## src/rtl/pkt_recv_dma_if.sv

```systemverilog
// Flit stream, packet-memory write port and CPU handshake of the receive DMA.
// The slave modport is the DMA's view; master is the view of its environment.
interface pkt_recv_dma_if #(
  parameter int MEMORY_BUS_WIDTH = 32,
  parameter int ADDR_WIDTH       = 16
);
  logic [MEMORY_BUS_WIDTH-1:0] flit_in;
  logic                        flit_valid;
  logic                        flit_ready;
  logic                        mem_enable;
  logic                        mem_wb;
  logic [ADDR_WIDTH-1:0]       mem_addr;
  logic [MEMORY_BUS_WIDTH-1:0] mem_data;
  logic                        pkt_ready;
  logic                        pkt_ack;
  logic [MEMORY_BUS_WIDTH-1:0] pkt_header;

  modport slave (
    input  flit_in, flit_valid, pkt_ack,
    output flit_ready, mem_enable, mem_wb, mem_addr, mem_data,
           pkt_ready, pkt_header
  );

  modport master (
    output flit_in, flit_valid, pkt_ack,
    input  flit_ready, mem_enable, mem_wb, mem_addr, mem_data,
           pkt_ready, pkt_header
  );
endinterface

```

## src/rtl/pkt_recv_dma.sv

```systemverilog
// Receive DMA: writes packet payload into a fixed buffer, then the length word.
// Optional macro PKT_RECV_DROP_CNT_EN adds a saturating dropped-packet counter.
module pkt_recv_dma #(
  parameter int MEMORY_BUS_WIDTH = 32,
  parameter int ADDR_WIDTH       = 16,
  parameter int BASE_ADDR        = 0,
  parameter int MAX_LEN          = 64
) (
  input  logic                clock,
  input  logic                reset,
  pkt_recv_dma_if.slave       bus
`ifdef PKT_RECV_DROP_CNT_EN
  ,
  output logic [15:0]         drop_cnt
`endif
);

  typedef enum logic [2:0] {
    IDLE,
    LEN,
    PAYLOAD,
    DROP,
    WRLEN,
    WAIT_ACK
  } state_t;

  state_t                      r_state;
  state_t                      w_next_state;
  logic [15:0]                 r_cnt;
  logic [15:0]                 w_cnt_next;
  logic [15:0]                 r_len;
  logic [15:0]                 w_len_next;
  logic [MEMORY_BUS_WIDTH-1:0] r_header;
  logic [MEMORY_BUS_WIDTH-1:0] w_header_next;

  logic                        w_flit_ready;
  logic                        w_accept;
  logic                        w_last;
  logic [15:0]                 w_len_in;
  logic                        w_mem_en;
  logic [ADDR_WIDTH-1:0]       w_mem_addr;
  logic [MEMORY_BUS_WIDTH-1:0] w_mem_data;
  logic                        w_pkt_ready;

  assign w_len_in     = bus.flit_in[15:0];
  assign w_flit_ready = !reset && (r_state inside {IDLE, LEN, PAYLOAD, DROP});
  assign w_accept     = bus.flit_valid && w_flit_ready;
  // Only meaningful in PAYLOAD/DROP, where r_len is at least 1.
  assign w_last       = (r_cnt == r_len - 16'd1);

  // NOTE: every output of this block gets a default before the case statement,
  // so no path leaves a signal unassigned and no latch is inferred.
  always_comb begin
    w_next_state  = r_state;
    w_cnt_next    = r_cnt;
    w_len_next    = r_len;
    w_header_next = r_header;
    w_mem_en      = 1'b0;
    w_mem_addr    = '0;
    w_mem_data    = '0;
    w_pkt_ready   = 1'b0;

    // A reset cycle issues no write and reports no packet, whatever the state.
    if (!reset) begin
      unique case (r_state)
        IDLE: begin
          if (w_accept) begin
            w_header_next = bus.flit_in;
            w_next_state  = LEN;
          end
        end

        LEN: begin
          if (w_accept) begin
            w_len_next = w_len_in;
            w_cnt_next = '0;
            if ({16'd0, w_len_in} > 32'(MAX_LEN)) begin
              w_next_state = DROP;
            end else if (w_len_in == 16'd0) begin
              w_next_state = WRLEN;
            end else begin
              w_next_state = PAYLOAD;
            end
          end
        end

        PAYLOAD: begin
          if (w_accept) begin
            w_mem_en   = 1'b1;
            w_mem_addr = ADDR_WIDTH'(BASE_ADDR + 1) + ADDR_WIDTH'(r_cnt);
            w_mem_data = bus.flit_in;
            w_cnt_next = r_cnt + 16'd1;
            if (w_last) begin
              w_next_state = WRLEN;
            end
          end
        end

        DROP: begin
          if (w_accept) begin
            w_cnt_next = r_cnt + 16'd1;
            if (w_last) begin
              w_next_state = IDLE;
            end
          end
        end

        WRLEN: begin
          w_mem_en     = 1'b1;
          w_mem_addr   = ADDR_WIDTH'(BASE_ADDR);
          w_mem_data   = MEMORY_BUS_WIDTH'(r_len);
          w_next_state = WAIT_ACK;
        end

        WAIT_ACK: begin
          w_pkt_ready = 1'b1;
          if (bus.pkt_ack) begin
            w_next_state = IDLE;
          end
        end

        default: w_next_state = IDLE;
      endcase
    end
  end

  // NOTE: sequential state uses non-blocking assignments so every register
  // samples the pre-edge values, independent of statement order.
  always_ff @(posedge clock) begin
    if (reset) begin
      r_state  <= IDLE;
      r_cnt    <= '0;
      r_len    <= '0;
      r_header <= '0;
    end else begin
      r_state  <= w_next_state;
      r_cnt    <= w_cnt_next;
      r_len    <= w_len_next;
      r_header <= w_header_next;
    end
  end

`ifdef PKT_RECV_DROP_CNT_EN
  logic [15:0] r_drop_cnt;

  always_ff @(posedge clock) begin
    if (reset) begin
      r_drop_cnt <= '0;
    end else if ((r_state == DROP) && (w_next_state == IDLE)
                 && (r_drop_cnt != 16'hFFFF)) begin
      r_drop_cnt <= r_drop_cnt + 16'd1;
    end
  end

  assign drop_cnt = r_drop_cnt;
`endif

  assign bus.flit_ready = w_flit_ready;
  assign bus.mem_enable = w_mem_en;
  assign bus.mem_wb     = w_mem_en;
  assign bus.mem_addr   = w_mem_addr;
  assign bus.mem_data   = w_mem_data;
  assign bus.pkt_ready  = w_pkt_ready;
  assign bus.pkt_header = r_header;

endmodule

```

## src/flat_wrapper.sv

```systemverilog
// flat-port wrapper written by rule: the top's interface ports become plain ports
module pkt_recv_dma_flat 
#(
  parameter int MEMORY_BUS_WIDTH = 32,
  parameter int ADDR_WIDTH       = 16,
  parameter int BASE_ADDR        = 0,
  parameter int MAX_LEN          = 64
)
  (clock, reset, bus_flit_in, bus_flit_valid, bus_pkt_ack, bus_flit_ready, bus_mem_enable, bus_mem_wb, bus_mem_addr, bus_mem_data, bus_pkt_ready, bus_pkt_header);
  pkt_recv_dma_if #(.MEMORY_BUS_WIDTH(MEMORY_BUS_WIDTH), .ADDR_WIDTH(ADDR_WIDTH)) bus_i ();
  input  logic clock;
  input  logic reset;
  input wire logic [$bits(bus_i.flit_in)-1:0] bus_flit_in;
  input wire logic [$bits(bus_i.flit_valid)-1:0] bus_flit_valid;
  input wire logic [$bits(bus_i.pkt_ack)-1:0] bus_pkt_ack;
  output wire logic [$bits(bus_i.flit_ready)-1:0] bus_flit_ready;
  output wire logic [$bits(bus_i.mem_enable)-1:0] bus_mem_enable;
  output wire logic [$bits(bus_i.mem_wb)-1:0] bus_mem_wb;
  output wire logic [$bits(bus_i.mem_addr)-1:0] bus_mem_addr;
  output wire logic [$bits(bus_i.mem_data)-1:0] bus_mem_data;
  output wire logic [$bits(bus_i.pkt_ready)-1:0] bus_pkt_ready;
  output wire logic [$bits(bus_i.pkt_header)-1:0] bus_pkt_header;
  assign bus_i.flit_in = bus_flit_in;
  assign bus_i.flit_valid = bus_flit_valid;
  assign bus_i.pkt_ack = bus_pkt_ack;
  assign bus_flit_ready = bus_i.flit_ready;
  assign bus_mem_enable = bus_i.mem_enable;
  assign bus_mem_wb = bus_i.mem_wb;
  assign bus_mem_addr = bus_i.mem_addr;
  assign bus_mem_data = bus_i.mem_data;
  assign bus_pkt_ready = bus_i.pkt_ready;
  assign bus_pkt_header = bus_i.pkt_header;
  pkt_recv_dma #(.MEMORY_BUS_WIDTH(MEMORY_BUS_WIDTH), .ADDR_WIDTH(ADDR_WIDTH), .BASE_ADDR(BASE_ADDR), .MAX_LEN(MAX_LEN)) u_core (.clock(clock), .reset(reset), .bus(bus_i));
endmodule
```

## config.mk

```make
export PLATFORM = sky130hd
export DESIGN_NAME = pkt_recv_dma_flat
export DESIGN_NICKNAME = d
export VERILOG_FILES = /design/src/rtl/pkt_recv_dma_if.sv /design/src/rtl/pkt_recv_dma.sv /design/src/flat_wrapper.sv
export SDC_FILE = /design/constraint.sdc
export NUM_CORES = 1
export LEC_CHECK = 0
export CORE_ASPECT_RATIO = 1.1
export CORE_UTILIZATION = 51
export DETAILED_ROUTE_END_ITERATION = 8
export HOLD_SLACK_MARGIN = 0.12
export PLACE_DENSITY = 0.87
export RECOVER_POWER = 50
export SYNTH_ARGS = -nofsm -noshare
export SYNTH_HDL_FRONTEND = slang
export SYNTH_SLANG_ARGS = --single-unit
```

## constraint.sdc

```tcl
create_clock -name clock -period 7.8 [get_ports clock]
set_input_delay 1.56 -clock clock [delete_from_list [all_inputs] [get_ports clock]]
set_output_delay 1.56 -clock clock [all_outputs]
set_load 0.02 [all_outputs]
```

==> key figures <==
Clock tree
  • Cts hold-fix bufs: 0
  • CTS tree: built
  • Clk buf depth: 2
  • Root buffer cell: clkbuf_8
  • Post-CTS Resized: 0
  • Post-CTS Setup Inserts: 0
  • Worst-path clk slew: 0.07 ns
  • Sink Count: 67
  • CTS Buf Count: 9
  • H-tree depth: 3
  • Clock latency on the worst-skew pair: 0.35 ns

Synth
  • Synthesized area: 0.00389 sq mm
  • Fraction of registers with async set/reset: 0%
  • Seq cells post-synth: 67
  • Syn Area/Cell: 7.16 sq um
  • Yosys warnings: 0
  • Syn_nets: 582
  • Post-synth EDFFs: 0
  • Gate Count Post-Synth: 544
  • Commonest register cell after synthesis: dfxtp_1
  • Seq/Total Area, Yosys: 34.4%
  • Count of cell types in the netlist: 51

Critical path
  • CP max FO: 34
  • Register-to-Register Path Depth: 7
  • Reg2Reg Setup Slack: 5.12 ns
  • CP peak stage delay: 1.09 ns
  • CP bufs+invs: 2
  • Critical Path RT: 6.24 ns
  • Crit path arrival time: 4.95 ns
  • Crit path cell chain: dlygate4sd3_1 > and2_0 > nand2_1 > nor2_2 > a22oi_1 > nor2_1 > clkdlybuf4s50_1
  • Critical path launch point type: input port
  • WP depth: 7
  • Slowest cell on the critical path: nor2_2
  • Worst Path Class, Setup: input port to primary output
  • Delay-heaviest family, CP: simple AND/OR/NAND/NOR gates
  • CP Capture Type: primary output

STA
  • Setup_tns: 0 ns
  • Hold Violations, Final: 0
  • Fmax: 154 MHz
  • Final Max Tran Viols: 0
  • Period utilization: 83.4%
  • Tmin final: 6.51 ns
  • Worst-Margin Slew: 1.27 ns
  • Worst relative slew slack: 14.2%
  • Worst hold slack: 0.451 ns
  • Setup violators final: 0
  • Unrepaired setup endpoints after global routing: no
  • Post-Route Skew: 0.0111 ns

Finish
  • Fill cell count: 579
  • Post-Route Utilization: 71.0%
  • Layout Cells excl Fill: 727
  • Commonest cells after routing, fill and taps aside: nand2_1, clkdlybuf4s50_1, a21oi_1, dfxtp_1, nor2_1
  • Antenna fix cells: 0
  • Proportion of layout cells with a drive suffix above 1: 4.69%
  • Most common cell after layout, fill and taps aside: nand2_1
  • Area Growth Syn to Fin: 35.5%
  • Final nets: 673

Floorplan
  • Ports: 120
  • Placeable Area: 0.00743 sq mm
  • Die Ht: 93.6 um
  • Die area: 0.00799 sq mm
  • Die X: 85.3 um
  • Starting Density: 52.4%
  • Row count: 33

GRT
  • Gr ovfl total: 0
  • Initial antenna violation count: 0
  • Total track usage: 29.3%
  • Largest net degree at the start of global routing: 72
  • First-pass GRT wire length: 18,600 um
  • Number of global-route vias before repair: 3,897

Power and ir drop
  • Max VDD drop: 0.0913 mV
  • Total Power: 0.872 mW
  • Pwr dens: 165 mW/mm^2
  • Leak: 1.88 nW

Job
  • Max_cap viols: 0

Min path
  • Cells on Worst Hold Path: 2
  • Worst min path class: flop to flop

Placement
  • Port bufs: 119
  • GP Congestion: 0.937
  • Cell Count Post-Placement: 711
  • Dpl hpwl: 8000 um

Outcome
  • Run status: complete, no violations

Drt
  • Vias per cell: 5.87
  • Drt total wl: 11,500 um
  • Via count: 4,270
  • 1st-iter DRT viols: 387
  • # DRC: 0
  • DR WL/cell: 15.8 um
  • First-pass detailed-route iteration total: 5
  • Final ANT Viol Nets: 0
## per-layer routing
layer / part of all wire (%) / GRT usage [%]
met5: 0 / 0
met4: 2.2 / 11.7
met3: 7.7 / 6.27
met2: 50 / 49.6
met1: 41 / 36.2
## worst paths after layout
check / startpoint / endpoint
worst max register to register: u_core.r_len[0] / u_core.r_state[0]
worst min register to register: u_core.bus.pkt_header[25] / u_core.bus.pkt_header[25]
worst max-delay path: bus_flit_valid / bus_mem_data[1]
worst min-delay path: u_core.bus.pkt_header[25] / u_core.bus.pkt_header[25]
## per-stage QoR
stage / cell area [sq um] / worst slack, ns
after floorplan: 3890 / 2.78
after global placement: 5030 / 1.67
after detailed placement: 5030 / 1.45
after CTS: 5280 / 1.40
after global routing: 5280 / 0.995
final: 5280 / 1.29
## power breakdown
part | switching [mW] | internal, mW | total [mW]
logic | 0.0799 | 0.0614 | 0.141
clock network | 0.141 | 0.222 | 0.362
registers | 0.0145 | 0.354 | 0.369
## final cells by class
type                       instances  area (sq um)  area share, %
sequential                        67          1340           25.4
tap                               87           109           2.06
clock inverter                     6           111           2.11
timing repair buffer             121          1200           22.8
clock buffer                      10           138           2.61
inverter                           8          30.0          0.569
multi-input combinational        428          2350           44.5
## cells in the mapped netlist (all sizes together), types with 2 or more instances
library cell,count,area (sq um)
nand2,123,462
a21oi,67,335
dfxtp,67,1340
nor2,56,213
clkbuf,33,124
a22oi,20,150
and2,20,125
xnor2,20,183
o21ai,12,60.1
xor2,12,105
and3,10,62.6
nor3,9,50.1
or3,9,57.6
inv,8,30.0
nand3,8,40.0
buf,7,47.6
nor4,6,43.8
o211ai,6,45.0
or4,5,45.0
a211oi,4,30.0
a21o,4,30.0
nand3b,4,30.0
a31oi,3,18.8
and4,3,26.3
nand2b,3,18.8
nand4,3,18.8
o41ai,3,26.3
a211o,2,17.5
and3b,2,17.5
ha,2,25.0
nor3b,2,15.0
nor4b,2,17.5
## sequential cells by signal, summed over array words and instances (netlist names)
register,cells
u_core.bus.pkt_header,32
u_core.r_state,3
u_core.r_cnt,16
u_core.r_len,16
## logic make-up after synthesis
kind of cell / count (synthesis) / synth area share (%)
AO/OA/AOI/OAI: 126 / 19.5
XOR/XNOR: 32 / 7.39
adder cells (fa/ha/maj): 2 / 0.643
buffers and inverters: 49 / 5.46
flip-flops: 67 / 34.4
AND/OR/NAND/NOR: 268 / 32.6
## worst min-delay path, cell delays in order, from the launching register on
cell	delay (ns)
dfxtp_1	0.31
nand2_1	0.05
a21oi_1	0.05
Power figures use the tool's default switching activity.
